$ cat src/rtl/divu_hilo_pkg.sv
// Shared funct codes, FSM state encoding and divider constants.
// Optional macro: DIVU_ZERO_FAST_EN (short-circuit divide-by-zero).
package divu_hilo_pkg;

    localparam logic [5:0] FN_AND  = 6'b100100;
    localparam logic [5:0] FN_OR   = 6'b100101;
    localparam logic [5:0] FN_ADD  = 6'b100000;
    localparam logic [5:0] FN_SUB  = 6'b100010;
    localparam logic [5:0] FN_SLT  = 6'b101010;
    localparam logic [5:0] FN_SRL  = 6'b000010;
    localparam logic [5:0] FN_DIVU = 6'b011011;
    localparam logic [5:0] FN_MFHI = 6'b010000;
    localparam logic [5:0] FN_MFLO = 6'b010010;

    localparam int DIV_STEPS = 32;
    localparam int CNT_W     = $clog2(DIV_STEPS + 1);

    typedef enum logic [1:0] {
        ST_IDLE,
        ST_RUN,
        ST_DONE
    } divu_state_e;

endpackage

$ cat src/rtl/divu_hilo_step.sv
// One restoring-division step: shift in the next dividend bit,
// subtract the divisor when it fits and record the quotient bit.
module divu_step
    import divu_hilo_pkg::*;
(
    input  logic [32:0] rem_i,
    input  logic [31:0] quo_i,
    input  logic [31:0] div_i,
    output logic [32:0] rem_o,
    output logic [31:0] quo_o
);

    logic [32:0] shifted;
    logic [32:0] diff;
    logic        fits;
    logic        unused_rem_msb;

    // The partial remainder stays below the divisor, so its MSB
    // is always shifted out.
    assign unused_rem_msb = rem_i[32];

    assign shifted = {rem_i[31:0], quo_i[31]};
    assign diff    = shifted - {1'b0, div_i};
    assign fits    = shifted >= {1'b0, div_i};

    assign rem_o = fits ? diff : shifted;
    assign quo_o = {quo_i[30:0], fits};

endmodule

$ cat src/rtl/divu_hilo.sv
// Multi-cycle unsigned divider writing HI (remainder) / LO (quotient).
// Optional macro: DIVU_ZERO_FAST_EN finishes divide-by-zero early.
module divu_hilo
    import divu_hilo_pkg::*;
(
    input  logic        clk,
    input  logic        rst_n,
    input  logic [31:0] dataA,
    input  logic [31:0] dataB,
    input  logic [5:0]  Signal,
    output logic [31:0] HiOut,
    output logic [31:0] LoOut,
    output logic        busy,
    output logic        done
);

    divu_state_e state_q, state_d;
    logic [32:0] rem_q, rem_d;
    logic [31:0] quo_q, quo_d;
    logic [31:0] div_q, div_d;
    logic [CNT_W-1:0] cnt_q, cnt_d;
    logic [31:0] hi_q, hi_d;
    logic [31:0] lo_q, lo_d;
    logic        busy_q, busy_d;
    logic        done_q, done_d;

    logic [32:0] rem_n;
    logic [31:0] quo_n;
    logic        zero_fast;
    logic        last_step;
    logic        unused_rem_n_msb;

    divu_step u_step (
        .rem_i (rem_q),
        .quo_i (quo_q),
        .div_i (div_q),
        .rem_o (rem_n),
        .quo_o (quo_n)
    );

    assign unused_rem_n_msb = rem_n[32];

`ifdef DIVU_ZERO_FAST_EN
    assign zero_fast = (div_q == 32'd0);
`else
    assign zero_fast = 1'b0;
`endif

    assign last_step = (cnt_q == CNT_W'(DIV_STEPS - 1));

    always_comb begin
        state_d = state_q;
        rem_d   = rem_q;
        quo_d   = quo_q;
        div_d   = div_q;
        cnt_d   = cnt_q;
        hi_d    = hi_q;
        lo_d    = lo_q;
        busy_d  = busy_q;
        done_d  = 1'b0;
        unique case (state_q)
            ST_IDLE: begin
                if (Signal == FN_DIVU) begin
                    quo_d   = dataA;
                    div_d   = dataB;
                    rem_d   = '0;
                    cnt_d   = '0;
                    busy_d  = 1'b1;
                    state_d = ST_RUN;
                end
            end
            ST_RUN: begin
                if (zero_fast) begin
                    // Dividend is still untouched in the quotient register.
                    hi_d    = quo_q;
                    lo_d    = 32'hFFFF_FFFF;
                    done_d  = 1'b1;
                    state_d = ST_DONE;
                end else begin
                    rem_d = rem_n;
                    quo_d = quo_n;
                    cnt_d = cnt_q + CNT_W'(1);
                    if (last_step) begin
                        hi_d    = rem_n[31:0];
                        lo_d    = quo_n;
                        done_d  = 1'b1;
                        state_d = ST_DONE;
                    end
                end
            end
            ST_DONE: begin
                busy_d  = 1'b0;
                cnt_d   = '0;
                state_d = ST_IDLE;
            end
            default: begin
                busy_d  = 1'b0;
                state_d = ST_IDLE;
            end
        endcase
    end

    always_ff @(posedge clk or negedge rst_n) begin
        if (!rst_n) begin
            state_q <= ST_IDLE;
            rem_q   <= '0;
            quo_q   <= '0;
            div_q   <= '0;
            cnt_q   <= '0;
            hi_q    <= '0;
            lo_q    <= '0;
            busy_q  <= 1'b0;
            done_q  <= 1'b0;
        end else begin
            state_q <= state_d;
            rem_q   <= rem_d;
            quo_q   <= quo_d;
            div_q   <= div_d;
            cnt_q   <= cnt_d;
            hi_q    <= hi_d;
            lo_q    <= lo_d;
            busy_q  <= busy_d;
            done_q  <= done_d;
        end
    end

    assign HiOut = hi_q;
    assign LoOut = lo_q;
    assign busy  = busy_q;
    assign done  = done_q;

endmodule

$ cat config.mk
export PLATFORM = sky130hd
export DESIGN_NAME = divu_hilo
export DESIGN_NICKNAME = d
export VERILOG_FILES = /design/src/rtl/divu_hilo_pkg.sv /design/src/rtl/divu_hilo_step.sv /design/src/rtl/divu_hilo.sv
export SDC_FILE = /design/constraint.sdc
export NUM_CORES = 1
export LEC_CHECK = 0
export ABC_AREA = 1
export BUFFER_PORTS_ARGS = -buffer_cell sky130_fd_sc_hd__buf_2
export CAP_MARGIN = 20
export CORE_UTILIZATION = 45
export DETAILED_ROUTE_END_ITERATION = 8
export SYNTH_ARGS = -nofsm -noshare
export SYNTH_HDL_FRONTEND = slang
export SYNTH_HIERARCHICAL = 1
export SYNTH_SLANG_ARGS = --single-unit
$ cat constraint.sdc
create_clock -name clk -period 2.6 [get_ports clk]
set_clock_uncertainty 0.05 [all_clocks]
set_input_delay 0 -clock clk [delete_from_list [all_inputs] [get_ports clk]]
set_output_delay 0 -clock clk [all_outputs]
set_load 0.02 [all_outputs]
==> results of run 1 <==
-- flip-flops by register name, summed over array words and instances, names as in the netlist, 2 cells and up --
| register | count |
|---|---|
| rem_q | 32 |
| quo_q | 32 |
| state_q | 2 |
| LoOut | 32 |
| HiOut | 32 |
| div_q | 32 |
| cnt_q | 6 |
-- layer usage --
metal	wire length [um]	vias to the layer above
li1	-	4848
met1	12700	4152
met2	12200	158
met3	1170	14
met4	195	0
met5	0	-
-- repair_timing --
action,in CTS,in global routing
endpoints found under the hold margin,168,0
gates resized for setup,0,32
hold buffers,65,0
buffers inserted,0,2
setup endpoints to repair,0,64
-- power groups by stage --
stage	logic, uW	clock network, uW	registers (uW)
finish	7570	2640	3520
global route	8650	2810	3590
CTS	7220	2720	3460
detailed placement	7100	0	3500
global placement	7080	0	3500
floorplan	5810	0	3420
-- layout by cell type (no fill, tap or decap), drive strengths merged --
cell / count
clkinv: 4
ha: 33
o21ai: 166
nand3b: 10
dlygate4sd3: 65
dfrtp: 170
bufinv: 1
and2: 7
inv: 278
nor2: 49
fa: 1
nand2: 512
a21oi: 19
clkinvlp: 1
xor2: 14
nand3: 135
a21o: 1
or2: 2
nor3: 10
buf: 157
clkbuf: 17
nand4: 3
-- final timing paths --
check	from	end	slack [ns]	depth (start not counted)
hold / removal	Signal[5]	state_q[0]$_DFFE_PN0P_	0.04	4
min in group asynchronous	rst_n	HiOut[7]$_DFFE_PN0P_	0.07	2
max in group asynchronous	rst_n	quo_q[30]$_DFFE_PN0P_	1.61	3
setup / recovery	rem_q[10]$_DFFE_PN0P_	rem_q[20]$_DFFE_PN0P_	0.15	15
hold reg to reg	HiOut[17]$_DFFE_PN0P_	HiOut[17]$_DFFE_PN0P_	0.43	2
setup reg to reg	rem_q[10]$_DFFE_PN0P_	rem_q[20]$_DFFE_PN0P_	0.15	15
-- worst max-delay path: stages, from the launching register on --
cell and delay (ns):
dfrtp_1 0.41, ha_1 0.36, nand2_1 0.07, inv_1 0.09
nand2_1 0.15, nor2_4 0.15, nand3b_1 0.11, nor2_2 0.14
nor2_4 0.06, buf_4 0.15, nand2_8 0.14, buf_12 0.16
nand3_2 0.06, nand2_1 0.07, inv_1 0.07, o21ai_2 0.13
-- through the flow --
step / cells / power (uW) / setup TNS, ns / hold WS (ns)
after floorplan: 1491 / 9230 / 0 / -0.346
after global placement: 1875 / 10600 / 0 / -0.0211
after detailed placement: 1875 / 10600 / 0 / -0.00969
after CTS: 1971 / 13400 / 0 / 0.0451
after global routing: 1974 / 15100 / -0.0121 / 0.0965
final: 1974 / 13700 / 0 / 0.0431
-- layout make-up --
type | count | area, um^2
fillers | 2350 | 10600
multi-input cells | 962 | 5110
flip-flops and latches | 170 | 4250
repair buffers | 222 | 1550
inverters | 270 | 1020
clock buffers | 17 | 425
well taps | 319 | 399
clock inverters | 14 | 175
==> key figures, run 1 <==
Status
  – Run status: finished clean

Route
  – Routed WL per cell: between 10 and 15 um
  – Vias per cell: around 4.6
  – Via count: approximately 9k
  – DRC errors left: 0
  – Total wire length: between 20000 and 30000 um
  – DRT Pass-1 Iters: 5
  – Initial drt markers: between 500 and 600
  – Antenna Nets Post-Route: 0

Timing
  – Minimum clock period: about 2.5 ns
  – Slew @ Worst Pin: ~0.99 ns
  – Max Freq: just over 400 MHz
  – Final Hold Viols: 0
  – Tcrit/Tclk final: a little over nine tenths
  – Max-slew violations: 0
  – Rel. slew slack: 34.1%
  – # setup viols final: 0
  – Final setup margin: about 0.15 ns

Synthesis
  – Gate Count Post-Synth: 1491
  – Yosys Warn Count: 6
  – Mapped cell area: ~11000 um^2
  – Syn_nets: roughly 1.6k
  – Syn_area_per_cell: 7.26 um^2

Floorplanning
  – DIE HEIGHT: about 160 um
  – Core region area: about 24000 um^2
  – IO Count: about 140
  – Die area: 24700 um^2
  – Starting Density: between 40% and 50%
  – Chip Width: roughly 160 um
  – # rows: 56

Clock tree
  – Number of clock sinks: 170
  – CTS buffer count: 17
  – Clk Latency, worst-skew pair: ~0.45 ns
  – CTS root buf: clkbuf_16
  – CTS tree: yes
  – Clock slew at reported path FFs: roughly 0.08 ns
  – CTS H-tree lvls: 4
  – Bufs on Longest Clock Path: 2

GRT
  – Initial antenna violation count: 0
  – Total GRT Usage: between 20% and 30%
  – Grt total ovfl: 0
  – Met2 Usage GRT: between 30 and 40%
  – Busiest grt layer: met2
  – Largest net degree at the start of global routing: between 100 and 150
  – Vias in the first global route: ~8.7k
  – First-pass GRT wire length: 43200 um
  – GR Util met1: 29.4%
  – Met3 usage: roughly 5.2%

Critical path
  – WS Path Type: flip-flop to flip-flop
  – Crit-path max FO: 13
  – Worst EP required: around 2.9 ns
  – Startpoint types: flip-flop
  – Worst Setup End Kind: flip-flop
  – Worst EP arrival: around 2.8 ns

Final layout
  – Share of layout cells above drive strength 1: 19.0%
  – Fin nets: between 1.5k and 2k
  – Final Cell Area: 12900 um^2
  – Syn-to-layout area delta: 19.4%
  – Final design utilization: between 50% and 60%
  – # diodes: 0

Power and ir drop
  – Clock share of power: 19.2%
  – Power density over cell area: ~1100 nW/um^2
  – Maximum vdd drop: roughly 470 uV
  – Int Pwr: 7230 uW
  – Power share of the sequential group: 25.7%
  – Combinational Power Share: a little under three fifths
  – Lkg Pwr: ~0.0070 uW
  – Sw Share: about 47%
  – P_sw: about 6500 uW

Place
  – HPWL after DPL: between 15000 and 20000 um
  – Gpl congestion: roughly 0.91
  – Setup WS pre-CTS: roughly 0.081 ns
  – Placement Cell Area: 11400 um^2
  – Port bufs: between 100 and 150

Flow run
  – Max-cap viol count: 0

Hold path
  – Worst min-delay path category: input port to flip-flop
Power figures use the tool's default switching activity.
==> run 2: changes to the inputs <==
Settings changed: PLACE_DENSITY from default to 0.67.
Clock period 2.6 ns to 2 ns, I/O delays scaled along.
==> run 2 against run 1 <==
Compared with the run above:
- the flow now finishes with violations (negative setup slack)
- via count is 11% higher
- global-route usage up 1.9 points
- sequential share of layout area shrank 4.9 points
- routed wire length rose by 13%
- cell area rose by 18%
- fmax is 12% higher
- clock power up 29%
- sequential cell count did not move
- hold slack worse by 0.030 ns
- power grew 75%
- critical path depth is 1 higher
==> key figures, run 2 (synthesized netlist as in run 1, its figures left out) <==
Final layout
  – Most frequent cells in the layout: nand2_1 (401), inv_1 (196), dfrtp_1 (170)
  – Share of layout cells above drive strength 1: around two fifths
  – Commonest non-fill, non-tap cell in the layout: nand2_1
  – Non-Filler Instances: between 2k and 2.5k
  – # diodes: 0
  – Layout fillers: 2077
  – Fin nets: between 1.5k and 2k
  – Syn-to-layout area delta: 40.6%

Power and ir drop
  – Power density over cell area: about 1600 nW/um^2
  – Lkg Pwr: 0.00789 uW
  – Maximum vdd drop: around 710 uV

Clock tree
  – CTS H-tree lvls: 4
  – CTS buffer count: 17
  – CTS tree: yes
  – CTS root buf: clkbuf_16
  – Number of clock sinks: between 150 and 200
  – Clock slew at reported path FFs: about 0.070 ns
  – Bufs on Longest Clock Path: 2
  – Clk Latency, worst-skew pair: between 0.4 and 0.5 ns

GRT
  – Vias in the first global route: ~9.8k
  – Grt total ovfl: 0
  – Largest net degree at the start of global routing: 97
  – First-pass GRT wire length: ~47000 um
  – Initial antenna violation count: 0
  – Total GRT Usage: between 20% and 30%

Place
  – Placed insts: between 1.5k and 2k
  – Port bufs: 137
  – HPWL after DPL: just under 20000 um
  – Gpl congestion: ~0.91

Critical path
  – Crit path buf inv count: 5
  – WS Path Type: flip-flop to flip-flop
  – Worst EP arrival: 2.41 ns
  – CP Cell Sequence: ha_4, nand2_2, inv_1, nand2_1, nand2_1, inv_1, nand2_2, inv_2, nand2_2, nand2_4, nand2_8, buf_12, nand2_2, o21ai_1, inv_1, o21ai_1
  – Worst Setup End Kind: flip-flop
  – Largest stage delay, worst path: 0.43 ns
  – Crit-path max FO: 7
  – Startpoint types: flip-flop
  – Crit-path leading delay family: simple AND/OR/NAND/NOR gates
  – Crit-path slowest cell: dfrtp_1
  – Most used cell, CP: nand2_2
  – Worst EP required: between 2 and 2.5 ns

Timing
  – Final Hold Viols: 0
  – # setup viols final: 65
  – Tcrit/Tclk final: 109%
  – Max Freq: 457 MHz
  – Final setup margin: -0.186 ns
  – Max-slew violations: 0
  – Slew @ Worst Pin: between 0.8 and 0.9 ns
  – RSZ-0062 raised after global routing: true
  – Min Hold Slack: ~0.013 ns
  – Rel. slew slack: between 40% and 50%
  – Minimum clock period: ~2.2 ns

Status
  – Violated checks: negative setup slack
  – Run status: complete, but fails checks

Floorplanning
  – IO Count: roughly 140
  – Chip Width: 157 um
  – # rows: 56
  – Starting Density: between 40% and 50%
  – Die area: ~25000 um^2
  – DIE HEIGHT: ~160 um
  – Core region area: around 24000 um^2

Route
  – Vias per cell: 4.80
  – Total wire length: 29700 um
  – DRC errors left: 0
  – Via count: 10.2k
  – Antenna Nets Post-Route: 0
  – Initial drt markers: slightly below 500
  – Routed WL per cell: around 14 um
  – DRT Pass-1 Iters: 5

Flow run
  – Max-cap viol count: 0

Hold path
  – Worst min-delay path category: input port to asynchronous set/reset pin
run 2: cell count changes in the layout (fill, tap and decap cells not counted), moves of 14 or more:
cell     before  now
buf_4        14  145
ha_1         16    2
ha_4         15   30
inv_1       264  196
inv_2         5   72
nand2_1     499  401
nand2_2      10   88
nand2_4       2   21
nand3_1     108   76
nand3_2      25   47
run 2: power by group:
part	switching, uW	internal, uW	total [uW]
sequential	524	4050	4570
combinational	8920	7160	16100
clock	1610	1800	3400
run 2: routing by layer:
layer	global-route usage [%]	vias up	wire, um	share of wire (%)
met1	30.6	4751	13200	44
met5	0	-	0	0
li1	-	5161	-	-
met4	7.63	0	517	1.7
met2	41.0	228	14600	49
met3	4.98	38	1380	4.7
run 2: through the flow:
step                cell area (um^2)  TNS, ns  utilization, %  total power [uW]  setup slack, ns
finish                         15200    -9.31            64.6             24100           -0.186
global route                   15200   -16.56            64.6             25900           -0.306
floorplan                      11200        0               -             12600          0.00103
CTS                            14400    -9.31            61.2             21600           -0.177
detailed placement             12700   -12.68            54.0             16700           -0.305
global placement               12700   -10.81            54.0             16500           -0.268
run 2: area by class of cell:
type                       instances  area, um^2  area share, %
multi-input combinational        961        6070           39.9
clock inverter                    14         170           1.12
clock buffer                      18         429           2.82
tap                              319         399           2.62
sequential                       170        4250           28.0
inverter                         270        1020           6.73
timing repair buffer             369        2870           18.9
run 2: final timing paths:
check | start | cells past startpoint | endpoint | slack (ns)
worst min-delay path | rst_n | 2 | div_q[10]$_DFFE_PN0P_ | 0.01
worst min register to register | HiOut[8]$_DFFE_PN0P_ | 2 | HiOut[8]$_DFFE_PN0P_ | 0.43
min in group clk | Signal[2] | 6 | quo_q[27]$_DFFE_PN0P_ | 0.07
worst max register to register | rem_q[15]$_DFFE_PN0P_ | 16 | rem_q[0]$_DFFE_PN0P_ | -0.19
max in group asynchronous | rst_n | 3 | div_q[22]$_DFFE_PN0P_ | 1.25
worst max-delay path | rem_q[15]$_DFFE_PN0P_ | 16 | rem_q[0]$_DFFE_PN0P_ | -0.19
run 2: repair_timing:
| item | 4_1_cts | 5_1_grt |
|---|---|---|
| hold buffers | 68 | 0 |
| cloned | 3 | 3 |
| pin swaps | 33 | 56 |
| endpoints found under the hold margin | 236 | 0 |
| resized for setup | 99 | 191 |
| buffers inserted | 12 | 19 |
| setup endpoints to repair | 66 | 67 |
==> run 3: changes to the inputs <==
Settings changed: HOLD_SLACK_MARGIN from default to 0.1, TNS_END_PERCENT from default to 20.
==> run 3 against run 2 <==
Compared with the run above:
- the flow still finishes with violations (negative setup slack)
- sequential share of layout area grew 0.88 points
- critical path type unchanged
- final cell count down 0.38%
- core utilization is 2.0 points lower
- first-iteration DRC count decreased by 2.4%
- power fell by 8.1%
- setup slack better by 0.013 ns
- largest cell class unchanged
- critical path depth fell by 4
==> key figures, run 3 (synthesized netlist as in run 1, its figures left out) <==
Status
  – Run status: complete, but fails checks
  – Violated checks: negative setup slack

Timing
  – Slew @ Worst Pin: between 0.8 and 0.9 ns
  – Max Freq: 460 MHz
  – Tcrit/Tclk final: 109%
  – Final setup margin: -0.173 ns
  – RSZ-0062 raised after global routing: true
  – Setup TNS: -8.86 ns
  – Min Hold Slack: ~0.13 ns
  – Minimum clock period: 2.17 ns
  – # setup viols final: 70
  – Final Hold Viols: 0
  – Rel. slew slack: between 40% and 50%
  – Max-slew violations: 0

Critical path
  – Worst EP required: 2.31 ns
  – Crit-path max FO: 14
  – WS Path Type: flip-flop to flip-flop
  – Startpoint types: flip-flop
  – Worst EP arrival: ~2.5 ns
  – Worst Setup End Kind: flip-flop

Floorplanning
  – IO Count: between 100 and 150
  – Core region area: approximately 24000 um^2
  – # rows: 56
  – Die area: 24700 um^2
  – DIE HEIGHT: 157 um
  – Chip Width: approximately 160 um
  – Starting Density: between 40% and 50%

Final layout
  – Most frequent cells in the layout: nand2_1 (433), inv_1 (210), dfrtp_1 (170)
  – Commonest non-fill, non-tap cell in the layout: nand2_1
  – Share of layout cells above drive strength 1: roughly a third
  – # diodes: 0
  – Syn-to-layout area delta: 36.3%
  – Final Cell Area: around 15000 um^2
  – Fin nets: about 1.9k

GRT
  – First-pass GRT wire length: ~47000 um
  – Initial antenna violation count: 0
  – Grt total ovfl: 0
  – Total GRT Usage: approximately a quarter
  – Vias in the first global route: between 9k and 10k
  – Largest net degree at the start of global routing: slightly below 100

Clock tree
  – CTS buffer count: 17
  – CTS tree: yes
  – Bufs on Longest Clock Path: 2
  – CTS H-tree lvls: 4
  – Clock slew at reported path FFs: 0.08 ns
  – CTS root buf: clkbuf_16
  – Number of clock sinks: 170
  – Clk Latency, worst-skew pair: 0.43 ns

Route
  – Antenna Nets Post-Route: 0
  – Total wire length: just under 30000 um
  – DRT Pass-1 Iters: 5
  – Initial drt markers: 480
  – Routed WL per cell: about 14 um
  – Vias per cell: roughly 4.7
  – Via count: ~10k
  – DRC errors left: 0

Power and ir drop
  – Maximum vdd drop: around 800 uV
  – Power Total: between 20000 and 25000 uW
  – Power density over cell area: 1500 nW/um^2
  – Lkg Pwr: around 0.008 uW

Place
  – Setup WS pre-CTS: -0.305 ns
  – Placement Cell Area: between 10000 and 15000 um^2
  – HPWL after DPL: 19400 um
  – Gpl congestion: around 0.91
  – Port bufs: 137

Hold path
  – Worst min-delay path category: input port to asynchronous set/reset pin

Flow run
  – Max-cap viol count: 0
run 3: cell count changes in the layout (fill, tap and decap cells not counted), moves of 11 or more:
cell,before,now
nand2_4,21,10
nand2_2,88,67
inv_1,196,210
inv_2,72,59
nand2_1,401,433
nand3_1,76,93
run 3: worst paths after layout:
check / start / end / slack [ns] / depth (start not counted)
worst min register to register: HiOut[8]$_DFFE_PN0P_ / HiOut[8]$_DFFE_PN0P_ / 0.43 / 2
max in group asynchronous: rst_n / div_q[22]$_DFFE_PN0P_ / 1.47 / 3
worst max-delay path: rem_q[29]$_DFFE_PN0P_ / HiOut[1]$_DFFE_PN0P_ / -0.17 / 12
min in group clk: Signal[3] / quo_q[26]$_DFFE_PN0P_ / 0.13 / 7
worst max register to register: rem_q[29]$_DFFE_PN0P_ / HiOut[1]$_DFFE_PN0P_ / -0.17 / 12
worst min-delay path: rst_n / div_q[7]$_DFFE_PN0P_ / 0.13 / 3
run 3: per-layer routing:
layer	global-route usage, %	routed length [um]
met5	0	0
met4	7.35	437
met3	4.71	1200
met2	40.3	13900
met1	30.6	13200
run 3: repair_timing:
action                                 CTS  global route
setup buffers                            4            18
pin swaps                                8            76
gates cloned                             1             1
resized for setup                       29           163
hold buffers                            73             0
endpoints found under the hold margin  242             0
setup endpoints to repair               66            70
run 3: per-stage QoR:
step                util, %  instances
finish                 62.7       2113
global route           62.7       2113
CTS                    60.3       2095
detailed placement     54.0       1985
global placement       54.0       1985
floorplan                 -       1491
run 3: layout make-up:
type	count	area, um^2
fillers	2163	8790
multi-input cells	961	5730
flip-flops and latches	170	4250
repair buffers	361	2750
inverters	270	1020
clock buffers	18	429
well taps	319	399
clock inverters	14	170
run 3: worst max-delay path, stage by stage, from the launching register on:
cell and delay, ns:
dfrtp_1 0.42, ha_4 0.31, nand2_4 0.06, nor3_4 0.20, nand2_2 0.11, nor3_4 0.22, nand2_4 0.12, nand2_8 0.11
buf_12 0.14, nand2_1 0.05, o21ai_1 0.08, inv_1 0.09, o21ai_2 0.13
run 3: power by group:
group          internal [uW]  switching (uW)
sequential              4050             524
clock                   1800            1600
combinational           6220            7910
